===== config.mk =====
export PLATFORM = sky130hd
export DESIGN_NAME = tehb_fifo_flat
export DESIGN_NICKNAME = d
export VERILOG_FILES = /design/src/rtl/tehb_fifo_if.sv /design/src/rtl/tehb_fifo.sv /design/src/flat_wrapper.sv
export SDC_FILE = /design/constraint.sdc
export NUM_CORES = 1
export LEC_CHECK = 0
export CAP_MARGIN = 20
export CORE_UTILIZATION = 30
export DETAILED_ROUTE_END_ITERATION = 10
export SYNTH_ARGS = -nofsm -noshare
export SYNTH_HDL_FRONTEND = slang
export SYNTH_SLANG_ARGS = --single-unit
export TNS_END_PERCENT = 5

===== constraint.sdc =====
create_clock -name clk -period 4.8 [get_ports clk]
set_input_delay 0.96 -clock clk [delete_from_list [all_inputs] [get_ports clk]]
set_output_delay 0.96 -clock clk [all_outputs]
set_load 0.03 [all_outputs]

===== src/rtl/tehb_fifo_if.sv =====
// Handshake bundle for tehb_fifo: producer-side channel (ins) and consumer-side channel (outs).
// The buffer takes the slave view; whatever drives it takes the master view.
interface tehb_fifo_if #(
    parameter int unsigned DATA_TYPE = 32
);
    logic [DATA_TYPE-1:0] ins;
    logic                 ins_valid;
    logic                 ins_ready;
    logic [DATA_TYPE-1:0] outs;
    logic                 outs_valid;
    logic                 outs_ready;

    modport master (
        output ins, ins_valid, outs_ready,
        input  ins_ready, outs, outs_valid
    );

    modport slave (
        input  ins, ins_valid, outs_ready,
        output ins_ready, outs, outs_valid
    );
endinterface


===== src/rtl/tehb_fifo.sv =====
// Multi-slot transparent elastic buffer: registers the ready path, passes data through
// combinationally when empty and absorbs up to NUM_SLOTS tokens while the consumer stalls.
module tehb_fifo #(
    parameter int unsigned DATA_TYPE = 32,
    parameter int unsigned NUM_SLOTS = 4
) (
    input logic          clk,
    input logic          rst,
    tehb_fifo_if.slave   io
);
    localparam int unsigned PTR_W = (NUM_SLOTS > 1) ? $clog2(NUM_SLOTS) : 1;
    localparam int unsigned CNT_W = $clog2(NUM_SLOTS + 1);

    logic [DATA_TYPE-1:0] mem [NUM_SLOTS];
    logic [PTR_W-1:0]     head;
    logic [PTR_W-1:0]     tail;
    logic [CNT_W-1:0]     count;

    logic empty;
    logic full;
    logic accept;
    logic bypass;
    logic wr;
    logic rd;

    always_comb begin
        empty  = (count == '0);
        full   = (count == CNT_W'(NUM_SLOTS));
        accept = io.ins_valid & ~full;
        bypass = empty & accept & io.outs_ready;
        wr     = accept & ~bypass;
        rd     = ~empty & io.outs_ready;
    end

    // ins_ready comes from registered occupancy only, so no outs_ready -> ins_ready path exists.
    always_comb begin
        io.ins_ready  = ~full;
        io.outs_valid = io.ins_valid | ~empty;
        io.outs       = empty ? io.ins : mem[head];
    end

    always_ff @(posedge clk) begin
        if (wr) begin
            mem[tail] <= io.ins;
        end
    end

    // Explicit wrap at NUM_SLOTS-1 keeps non-power-of-two depths correct.
    always_ff @(posedge clk) begin
        if (rst) begin
            head  <= '0;
            tail  <= '0;
            count <= '0;
        end else begin
            if (wr) begin
                tail <= (tail == PTR_W'(NUM_SLOTS - 1)) ? '0 : tail + 1'b1;
            end
            if (rd) begin
                head <= (head == PTR_W'(NUM_SLOTS - 1)) ? '0 : head + 1'b1;
            end
            case ({wr, rd})
                2'b10:   count <= count + 1'b1;
                2'b01:   count <= count - 1'b1;
                default: count <= count;
            endcase
        end
    end
endmodule


===== src/flat_wrapper.sv =====
// flat-port wrapper written by rule: the top's interface ports become plain ports
module tehb_fifo_flat 
#(
    parameter int unsigned DATA_TYPE = 32,
    parameter int unsigned NUM_SLOTS = 4
)
  (clk, rst, io_ins, io_ins_valid, io_outs_ready, io_ins_ready, io_outs, io_outs_valid);
  tehb_fifo_if #(.DATA_TYPE(DATA_TYPE)) io_i ();
  input logic clk;
  input logic rst;
  input wire logic [$bits(io_i.ins)-1:0] io_ins;
  input wire logic [$bits(io_i.ins_valid)-1:0] io_ins_valid;
  input wire logic [$bits(io_i.outs_ready)-1:0] io_outs_ready;
  output wire logic [$bits(io_i.ins_ready)-1:0] io_ins_ready;
  output wire logic [$bits(io_i.outs)-1:0] io_outs;
  output wire logic [$bits(io_i.outs_valid)-1:0] io_outs_valid;
  assign io_i.ins = io_ins;
  assign io_i.ins_valid = io_ins_valid;
  assign io_i.outs_ready = io_outs_ready;
  assign io_ins_ready = io_i.ins_ready;
  assign io_outs = io_i.outs;
  assign io_outs_valid = io_i.outs_valid;
  tehb_fifo #(.DATA_TYPE(DATA_TYPE), .NUM_SLOTS(NUM_SLOTS)) u_core (.clk(clk), .rst(rst), .io(io_i));
endmodule

; ---- Word-level counts from Yosys, hierarchy flattened
; Memory sizes are Yosys's and may differ from the RTL's. A register that Yosys moved wholly into a read port is not among the register bits.
; Cells that the tools add are included.
[word_totals]
ram_bits = 128
elab_cells = 32
out_inout_bits = 34
memories = 1
inputBits = 36
reg_bits = 7
[op_classes]
n_eq_ne = 5
muxes = 8
reduce_logical = 2
addsub = 4
bitwise = 9
[mem_list]
columns = name, depth, word_bits, read_ports, rd_clocked_by_memory_dff, wr, line_no
row1 = u_core.mem, 4, 32, 1, 1, 1, tehb_fifo.sv:14  ; logic [DATA_TYPE-1:0] mem [NUM_SLOTS];
[ops]
columns = op, n
row1 = 2-to-1 mux 32 bit, 1
row2 = 2-to-1 mux 2 bit, 4
row3 = "equality test 2 bit, second input constant", 3
row4 = one-hot mux 3 bit (2 select lines), 1
row5 = AND 1 bit, 5
row6 = "adder 2 x 1 -> 2 bit, second input constant", 2
row7 = "adder 3 x 1 -> 3 bit, second input constant", 1
row8 = "equality test 3 bit, second input constant", 1
row9 = logical NOT 3 bit, 1
row10 = inverter 1 bit, 3
row11 = "subtractor 3 x 1 -> 3 bit, second input constant", 1
row12 = "equality test 2 x 1 -> 1 bit, second input constant", 1
row13 = 2-to-1 mux 1 bit, 2
row14 = nonzero test 2 bit, 1
row15 = OR 1 bit, 1

; ---- Depth between registers and ports, before layout
; Gate-level depths: netlist (run 1).
[depth]
word_depth = 9
mapped_depth = 9
depth_no_buf = 9

; ---- Worst setup path after synthesis (run 1)
; No wires, ideal clock.
[synth_path]
path_kind = input-to-reg
startpoint = in io_outs_ready
endpoint = reg u_core.count[2]
setup_ns = 0.070
arrival_time_ns = 2.514
path_slack_ns = 2.217
n_path_buf = 0
t_required_ns = 4.730
cell_stages = 9
cell_sequence = nor2_1 > o31a_1 > inv_1 > ha_1 > inv_1 > fa_1 > xor2_1 > or3_1 > a21oi_1
[synth_between]
elab_chain_len = 5
word_cells_on_any_way = 8
cone_classes = eq/ne: 2 / mux: 1 / bitwise: 4 / reduce/logical: 1
[synth_lines]
columns = element, line_no
row1 = start: declaration, flat_wrapper.sv:13  ; input wire logic [$bits(io_i.outs_ready)-1:0] io_outs_ready;
row2 = AND 1 bit, tehb_fifo.sv:30  ; bypass = empty & accept & io.outs_ready;
row3 = inverter 1 bit, tehb_fifo.sv:31  ; wr = accept & ~bypass;
row4 = AND 1 bit, tehb_fifo.sv:31
row5 = equality test 2 x 1 -> 1 bit or equality test 2 bit (tied branches), tehb_fifo.sv:61  ; case ({wr, rd})
row6 = one-hot mux 3 bit (2 select lines) or nonzero test 2 bit (tied branches), --
row7 = end signal: assignment, tehb_fifo.sv:62  ; 2'b10: count <= count + 1'b1;
row8 = end signal: assignment, tehb_fifo.sv:63  ; 2'b01: count <= count - 1'b1;
row9 = end signal: assignment, tehb_fifo.sv:64  ; default: count <= count;
row10 = end: declaration, tehb_fifo.sv:17  ; logic [CNT_W-1:0] count;
; Several ways; a longest one is shown, not always the timed one.
; A chain may end at the register's enable or synchronous reset.

==> flow_summary.json, run 1 <==
{
  "num_vias": 2631,
  "rows": 49,
  "synth.avg_cell_area_um2": 21.5,
  "wirelength_um": 10200,
  "status": "complete, no violations",
  "dp_hpwl_um": 6040,
  "yosys-top-cells-area": "edfxtp_1, mux4_2, mux2_2, dfxtp_1, ha_1",
  "startpoint_type": "flip-flop",
  "cts.clk_slew.worst_paths_ns": 0.05,
  "die_w_um": 137,
  "synth.net_count": 298,
  "yosysSeqAreaShare": 0.736,
  "drive_above_1_share": 0.294,
  "numPortBuffers": 69,
  "hold_violations": 0,
  "gp_congestion": 0.641,
  "syn_inst": 255,
  "grt_overflow": 0,
  "cp_data_required_time_ns": 3.84,
  "grt_pass1_vias": 2848,
  "grt_max_degree": 33,
  "die_height_um": 137,
  "worstPathArrival_ns": 2.81,
  "synthFlopType": "edfxtp_1",
  "cts_setup_buffers": 0,
  "hold_path_class": "reg2reg",
  "synth_cell_types": 23,
  "fillCellCount": 1609,
  "power.leakage_nw": 2.24,
  "synth_top_area_cell": "edfxtp_1",
  "cts_max_path_buffers": 2,
  "viasPerCell": 4.54,
  "clock_latency_ns": 0.41,
  "worstSetupEndpointType": "output port",
  "ys_seq_elements": 137,
  "antenna_left": 0,
  "cp_max_fo": 14,
  "finalSetupTns_ns": 0,
  "io_pins": 70,
  "grt_pass1_wl_um": 15700,
  "crit_slowest_cell": "clkdlybuf4s50_1",
  "powerDensity_mw_per_mm2": 622,
  "cts.repair.resized": 0,
  "yosys-top-cells-count": "edfxtp_1, mux2_2, mux4_2, dfxtp_1, inv_1",
  "synth_top_area_share": 0.703,
  "fin_crit_ns": 3.77,
  "fin_worst_skew_ns": 0.00551,
  "crit_chain": "buf_4, mux4_2, mux2_2, clkdlybuf4s50_1",
  "synth_most_common_cell": "edfxtp_1",
  "relSlewSlack": 0.370,
  "core_area_mm2": 0.0179,
  "min_from": "u_core.head[0]",
  "r2r_setup_slack_ns": 2.45,
  "timing.rr.start": "u_core.count[2]",
  "cts_tree": "yes",
  "p_seq_frac": 0.347,
  "setup_viol": 0,
  "worst_slew_pin_slew_ns": 0.946,
  "drtPass1Iterations": 4,
  "synthesis.area_mm2": 0.00547,
  "synth_edf_count": 128,
  "p_sw_frac": 0.309,
  "numCtsBuffers": 17,
  "fin_crit_sh": 0.786,
  "track_usage": 0.120,
  "start_util": 0.306,
  "combPwrFrac": 0.361,
  "p_int_mw": 3.02,
  "cts_hold_buf": 0,
  "drtIter0Drc": 180,
  "final_area_mm2": 0.00702,
  "dpl_cell_area_mm2": 0.00643,
  "antenna_found_initial": 0,
  "syn_to_final_growth_pct": 28.3,
  "async_reset_ff_frac": 0,
  "p_clk_frac": 0.292,
  "rsz0062_at_grt": "false",
  "drv_cap": 0,
  "worstSetupPathType": "reg2out",
  "clock.fmax_ghz": 0.265,
  "ys.warnings.count": 0,
  "ir_drop_mv": 0.272,
  "whs_ns": 0.492,
  "p_sw_mw": 1.35,
  "htreeDepth": 4,
  "design.die.area_mm2": 0.0188,
  "max_stage_delay_ns": 0.60,
  "antenna_cells": 0,
  "cts.sinks": 137,
  "post-route-drc-count": 0,
  "wl_per_cell_um": 17.6,
  "layout.nets": 380,
  "cts_root_buffer": "clkbuf_16",
  "drv_slew": 0
}
power by group through the flow:
| stage | sequential (mW) | clock, mW | combinational [mW] |
|---|---|---|---|
| floorplan | 1.49 | 0 | 1.09 |
| global route | 1.53 | 1.36 | 1.69 |
| CTS | 1.52 | 1.30 | 1.61 |
| detailed placement | 1.55 | 0 | 1.60 |
| global placement | 1.54 | 0 | 1.59 |
| finish | 1.51 | 1.27 | 1.58 |
sequential cells by signal (all words and copies together) (netlist names), named ones only:
name          cells
u_core.head       2
u_core.tail       2
u_core.mem      128
u_core.count      3
worst max-delay path, delay by kind of cell (launching register included):
kind,cells,cell delay [ns]
flip-flops,1,0.56
multiplexers,2,0.84
buffers and inverters,2,0.99
path summary, 6_finish.rpt:
check,to,depth (start not counted)
min,flip-flop,2
max,io_outs[5],4
min reg2reg,flip-flop,2
max reg2reg,u_core.count[2],9
layer usage:
layer | global-route usage | vias to the layer above | routed length, um
met2 | 0.189 | 54 | 5050
li1 | - | 1206 | -
met1 | 0.149 | 1358 | 4560
met4 | 0.0482 | 0 | 156
met5 | 0 | - | 0
met3 | 0.0433 | 13 | 405
area by class of cell:
class / instances / area [um^2] / area share
Sequential cell: 137 / 4030 / 0.574
Multi-Input combinational cell: 101 / 1360 / 0.194
Timing Repair Buffer: 73 / 733 / 0.104
Clock buffer: 19 / 433 / 0.0617
Tap cell: 229 / 287 / 0.0408
Clock inverter: 13 / 154 / 0.0219
Inverter: 7 / 26.3 / 0.00374
cells in the final DEF, fill, tap and decap left out, types with 4 or more instances in the layout:
| cell | netlist | final |
|---|---|---|
| a21oi_1 | 5 | 5 |
| and2_2 | 0 | 4 |
| clkbuf_16 | 0 | 17 |
| clkdlybuf4s50_1 | 0 | 69 |
| clkinvlp_4 | 0 | 5 |
| dfxtp_1 | 9 | 7 |
| edfxtp_1 | 128 | 128 |
| ha_1 | 6 | 6 |
| inv_1 | 7 | 7 |
| mux2_2 | 32 | 32 |
| mux4_2 | 32 | 32 |
| nand2_1 | 4 | 4 |
| nor2_1 | 5 | 5 |
per-stage QoR:
| stage | util | worst slack [ns] | power, mW | cells |
|---|---|---|---|---|
| finish | 0.392 | 1.03 | 4.37 | 579 |
| global route | 0.392 | 0.840 | 4.58 | 579 |
| global placement | 0.359 | 1.43 | 3.13 | 547 |
| detailed placement | 0.359 | 1.38 | 3.15 | 547 |
| floorplan | - | 2.22 | 2.58 | 255 |
| CTS | 0.392 | 0.919 | 4.43 | 579 |
cell families after synthesis:
| family | Yosys count | synth area share |
|---|---|---|
| DFF | 137 | 0.736 |
| muxes | 65 | 0.199 |
| and+or+nand+nor | 20 | 0.0192 |
| buffers and inverters | 17 | 0.0181 |
| AOI/OAI and AO/OA | 7 | 0.00709 |
| adders and majority gates | 7 | 0.0174 |
| xor gates and xnor gates | 2 | 0.00320 |
Note: power is estimated with default switching activity, not from simulation.
==> run 2: changes to the inputs <==
Clock period 4.8 ns to 3.1 ns, I/O delays scaled along.
==> flow_summary.json, run 2 (same netlist as run 1, synthesis figures left out) <==
{
  "status": "complete, no violations",
  "combPwrFrac": 0.359,
  "max_stage_delay_ns": 0.59,
  "cts_root_buffer": "clkbuf_16",
  "worstSetupEndpointType": "output port",
  "top_regs": "u_core.mem: 128 flops, u_core.count: 3 flops",
  "antenna_found_initial": 0,
  "wl_per_cell_um": 17.6,
  "cts.repair.resized": 0,
  "rsz0062_at_grt": "false",
  "design.die.area_mm2": 0.0188,
  "rows": 49,
  "clock.fmax_ghz": 0.333,
  "p_int_mw": 4.66,
  "antenna_cells": 0,
  "wirelength_um": 10200,
  "start_util": 0.306,
  "p_sw_frac": 0.312,
  "cts_setup_buffers": 0,
  "die_height_um": 137,
  "ir_drop_mv": 0.553,
  "mostFrequentLayoutCells": "edfxtp_1, clkdlybuf4s50_1, mux4_2, mux2_2, dlymetal6s2s_1",
  "layout_commonest_cell": "edfxtp_1",
  "track_usage": 0.122,
  "numPortBuffers": 69,
  "p_seq_frac": 0.340,
  "setup_viol": 0,
  "viasPerCell": 4.59,
  "numCtsBuffers": 17,
  "core_area_mm2": 0.0179,
  "worstSetupPathType": "reg2out",
  "htreeDepth": 4,
  "p_clk_frac": 0.300,
  "fin_crit_ns": 3.00,
  "cp_data_required_time_ns": 2.48,
  "worst_slew_pin_slew_ns": 0.953,
  "dp_hpwl_um": 5910,
  "crit_slowest_cell": "clkdlybuf4s50_1",
  "drtPass1Iterations": 4,
  "regMostFlops": "u_core.mem",
  "cts.clk_slew.worst_paths_ns": 0.06,
  "num_vias": 2657,
  "antenna_left": 0,
  "drv_cap": 0,
  "largest_reg_flops": 128,
  "grt_max_degree": 33,
  "syn_to_final_growth_pct": 30.4,
  "final_area_mm2": 0.00713,
  "finalSetupTns_ns": 0,
  "cts_tree": "yes",
  "drv_slew": 0,
  "worstPathArrival_ns": 2.38,
  "dpl_cell_area_mm2": 0.00646,
  "relSlewSlack": 0.364,
  "crit_chain": "buf_12, mux4_2, mux2_2, clkdlybuf4s50_1",
  "whs_ns": 0.499,
  "grt_pass1_vias": 2853,
  "hold_path_class": "reg2reg",
  "powerDensity_mw_per_mm2": 951,
  "fin_worst_skew_ns": 0.00755,
  "clock_latency_ns": 0.42,
  "io_pins": 70,
  "hold_violations": 0,
  "die_w_um": 137,
  "cts.sinks": 137,
  "gp_congestion": 0.685,
  "cp_max_fo": 23,
  "fin_crit_sh": 0.969,
  "cts_max_path_buffers": 2,
  "power.leakage_nw": 2.52,
  "startpoint_type": "flip-flop",
  "p_sw_mw": 2.12,
  "grt_overflow": 0,
  "post-route-drc-count": 0,
  "drive_above_1_share": 0.303,
  "grt_pass1_wl_um": 16100,
  "cts_hold_buf": 0,
  "drtIter0Drc": 155,
  "layout.nets": 381
}
==> run 2: cell type report <==
type	count	area [um^2]
clock buffer	17	425
inverter	7	26.3
timing repair buffer	74	836
clock inverter	14	175
fill	1614	10800
sequential	137	4030
multi-input combinational	101	1360
tap	229	287
==> run 2: power by group through the flow <==
stage	combinational (mW)	clock, mW	sequential, mW
2_1_floorplan	1.68	0	2.31
3_3_place_gp	2.53	0	2.34
3_5_place_dp	2.54	0	2.35
4_1_cts	2.56	2.08	2.31
5_1_grt	2.62	2.15	2.33
6_report	2.44	2.04	2.31
==> run 2: path summary, 6_finish.rpt <==
kind	start	endpoint	slack, ns	depth (start not counted)
max	flip-flop	io_outs[19]	0.1	4
min reg2reg	u_core.head[0]	flip-flop	0.50	2
min	u_core.head[0]	flip-flop	0.50	2
max reg2reg	u_core.count[2]	u_core.count[2]	0.80	10
==> run 2: critical path: cells and delay by family (launching register included) <==
family	cells	cell delay, ns
DFF	1	0.35
muxes	2	0.79
buffers and inverters	2	0.80
==> run 2: layer usage <==
layer | wire [um] | up-vias | global-route usage
li1 | - | 1212 | -
met2 | 4960 | 66 | 0.190
met4 | 188 | 0 | 0.0549
met3 | 505 | 16 | 0.0404
met5 | 0 | - | 0
met1 | 4540 | 1363 | 0.153
==> run 2: through the flow <==
step / setup slack, ns / instances / power, mW / utilization
finish: 0.0969 / 579 / 6.78 / 0.399
global route: 0.000552 / 579 / 7.10 / 0.399
CTS: 0.00201 / 579 / 6.95 / 0.395
detailed placement: 0.225 / 548 / 4.89 / 0.361
global placement: 0.272 / 548 / 4.87 / 0.361
floorplan: 0.857 / 255 / 4.00 / -
==> run 3: changes to the inputs <==
Settings changed: CORE_UTILIZATION 30 to 49, PLACE_DENSITY set to 0.75, TNS_END_PERCENT 5 to 50.
==> flow_summary.json, run 3 (same netlist as run 1, synthesis figures left out) <==
{
  "setup_viol": 0,
  "antenna_left": 0,
  "core_area_mm2": 0.0108,
  "numCtsBuffers": 17,
  "rsz0062_at_grt": "false",
  "layout.nets": 383,
  "postLayoutCoreUtil": 0.640,
  "multiInputGateArea_mm2": 0.00136,
  "cts_max_path_buffers": 2,
  "ir_drop_mv": 0.509,
  "fin_ws_ns": 0.142,
  "cp_data_required_time_ns": 2.48,
  "worstPathArrival_ns": 2.34,
  "cts.clk_slew.worst_paths_ns": 0.06,
  "fin_crit_sh": 0.954,
  "wl_per_cell_um": 19.9,
  "min_path_cells": 2,
  "num_vias": 2731,
  "grt_max_degree": 33,
  "relSlewSlack": 0.386,
  "cts_hold_buf": 0,
  "crit_chain": "buf_12, mux4_2, mux2_2, dlygate4sd2_1",
  "fin_crit_ns": 2.96,
  "dp_hpwl_um": 5870,
  "fin_worst_skew_ns": 0.00387,
  "drtPass1Iterations": 4,
  "post-route-drc-count": 0,
  "r2r_end": "u_core.count[2]",
  "start_util": 0.505,
  "use_met2": 0.307,
  "grt_use_met3": 0.0563,
  "seqCellArea_mm2": 0.00403,
  "regMostFlops": "u_core.mem",
  "syn_to_final_growth_pct": 26.8,
  "finalSetupTns_ns": 0,
  "clock_latency_ns": 0.52,
  "clock.fmax_ghz": 0.338,
  "cts_tree": "yes",
  "design.die.area_mm2": 0.0116,
  "io_pins": 70,
  "hold_violations": 0,
  "largest_reg_flops": 128,
  "dp_worst_setup_slack_ns": 0.205,
  "wirelength_um": 9830,
  "rows": 38,
  "cts.sinks": 137,
  "antenna_cells": 0,
  "max_stage_delay_ns": 0.55,
  "drv_slew": 0,
  "fillCellCount": 746,
  "worstSetupPathType": "reg2out",
  "power.leakage_nw": 2.33,
  "status": "complete, no violations",
  "htreeDepth": 4,
  "top_regs": "u_core.mem: 128 flops, u_core.count: 3 flops",
  "min_from": "u_core.head[0]",
  "startpoint_type": "flip-flop",
  "grt_pass1_wl_um": 15400,
  "r2r_setup_slack_ns": 0.70,
  "mostFrequentLayoutCells": "edfxtp_1, clkdlybuf4s50_1, mux4_2, mux2_2, dlygate4sd2_1",
  "drive_above_1_share": 0.309,
  "timing.rr.start": "u_core.count[2]",
  "top_usage_layer": "met2",
  "worst_slew_pin_slew_ns": 0.921,
  "die_height_um": 108,
  "die_w_um": 108,
  "reg2reg_depth": 10,
  "numPortBuffers": 69,
  "cp_max_fo": 26,
  "grtUsageMet1": 0.233,
  "crit_slowest_cell": "mux4_2",
  "worstSetupEndpointType": "output port",
  "drtIter0Drc": 207,
  "gp_congestion": 0.715,
  "grt_overflow": 0,
  "layout_commonest_cell": "edfxtp_1",
  "track_usage": 0.187,
  "grt_pass1_vias": 2908,
  "powerDensity_mw_per_mm2": 959,
  "cts_root_buffer": "clkbuf_8",
  "antenna_found_initial": 0,
  "hold_path_class": "reg2reg",
  "drv_cap": 0,
  "viasPerCell": 5.54
}
==> run 3: through the flow <==
step | instances | area [um^2] | hold WS, ns | power (mW)
3_5_place_dp | 461 | 6350 | 0.473 | 4.83
2_1_floorplan | 255 | 5470 | 0.456 | 4.00
6_report | 493 | 6940 | 0.492 | 6.65
4_1_cts | 493 | 6930 | 0.488 | 6.71
3_3_place_gp | 461 | 6350 | 0.469 | 4.79
5_1_grt | 493 | 6940 | 0.529 | 6.91
==> run 3: report_power, final <==
| part | total, mW | switching, mW | internal [mW] | leakage, nW |
|---|---|---|---|---|
| clock | 2.06 | 0.751 | 1.31 | 0.284 |
| sequential | 2.31 | 0.0752 | 2.23 | 1.24 |
| combinational | 2.29 | 1.28 | 1.00 | 0.808 |
| total | 6.65 | 2.11 | 4.54 | 2.33 |
==> run 3: timing repair <==
| item | 4_1_cts | 5_1_grt |
|---|---|---|
| pin swaps | 0 | 0 |
| endpoints found under the setup margin | 30 | 2 |
| gates resized for setup | 30 | 2 |
| buffers inserted | 0 | 0 |
==> run 3: metal layers <==
layer	part of all wire	wire (um)
met1	0.43	4190
met2	0.51	5000
met3	0.050	490
met4	0.015	152
met5	0	0
==> run 3: critical path: cells and delay by family, from the launching register on <==
| kind | cells | cell delay [ns] |
|---|---|---|
| flops | 1 | 0.36 |
| buf+inv | 2 | 0.60 |
| mux | 2 | 0.83 |
==> run 3: area by class of cell <==
| cell class | count | share of cell area |
|---|---|---|
| clock buffers | 17 | 0.0597 |
| flip-flops and latches | 137 | 0.580 |
| repair buffers | 76 | 0.106 |
| multi-input cells | 101 | 0.196 |
| inverters | 7 | 0.00379 |
| well taps | 140 | 0.0252 |
| clock inverters | 15 | 0.0290 |
==> run 3: worst max-delay path by stage <==
stage	endpoint	slack, ns	cells after the start
2_1_floorplan	u_core.count[2]	0.86	9
3_3_place_gp	u_core.count[2]	0.29	10
3_5_place_dp	u_core.count[2]	0.21	10
4_1_cts	io_outs[9]	0.002	4
5_1_grt	io_outs[15]	0.07	4
6_report	io_outs[15]	0.14	4
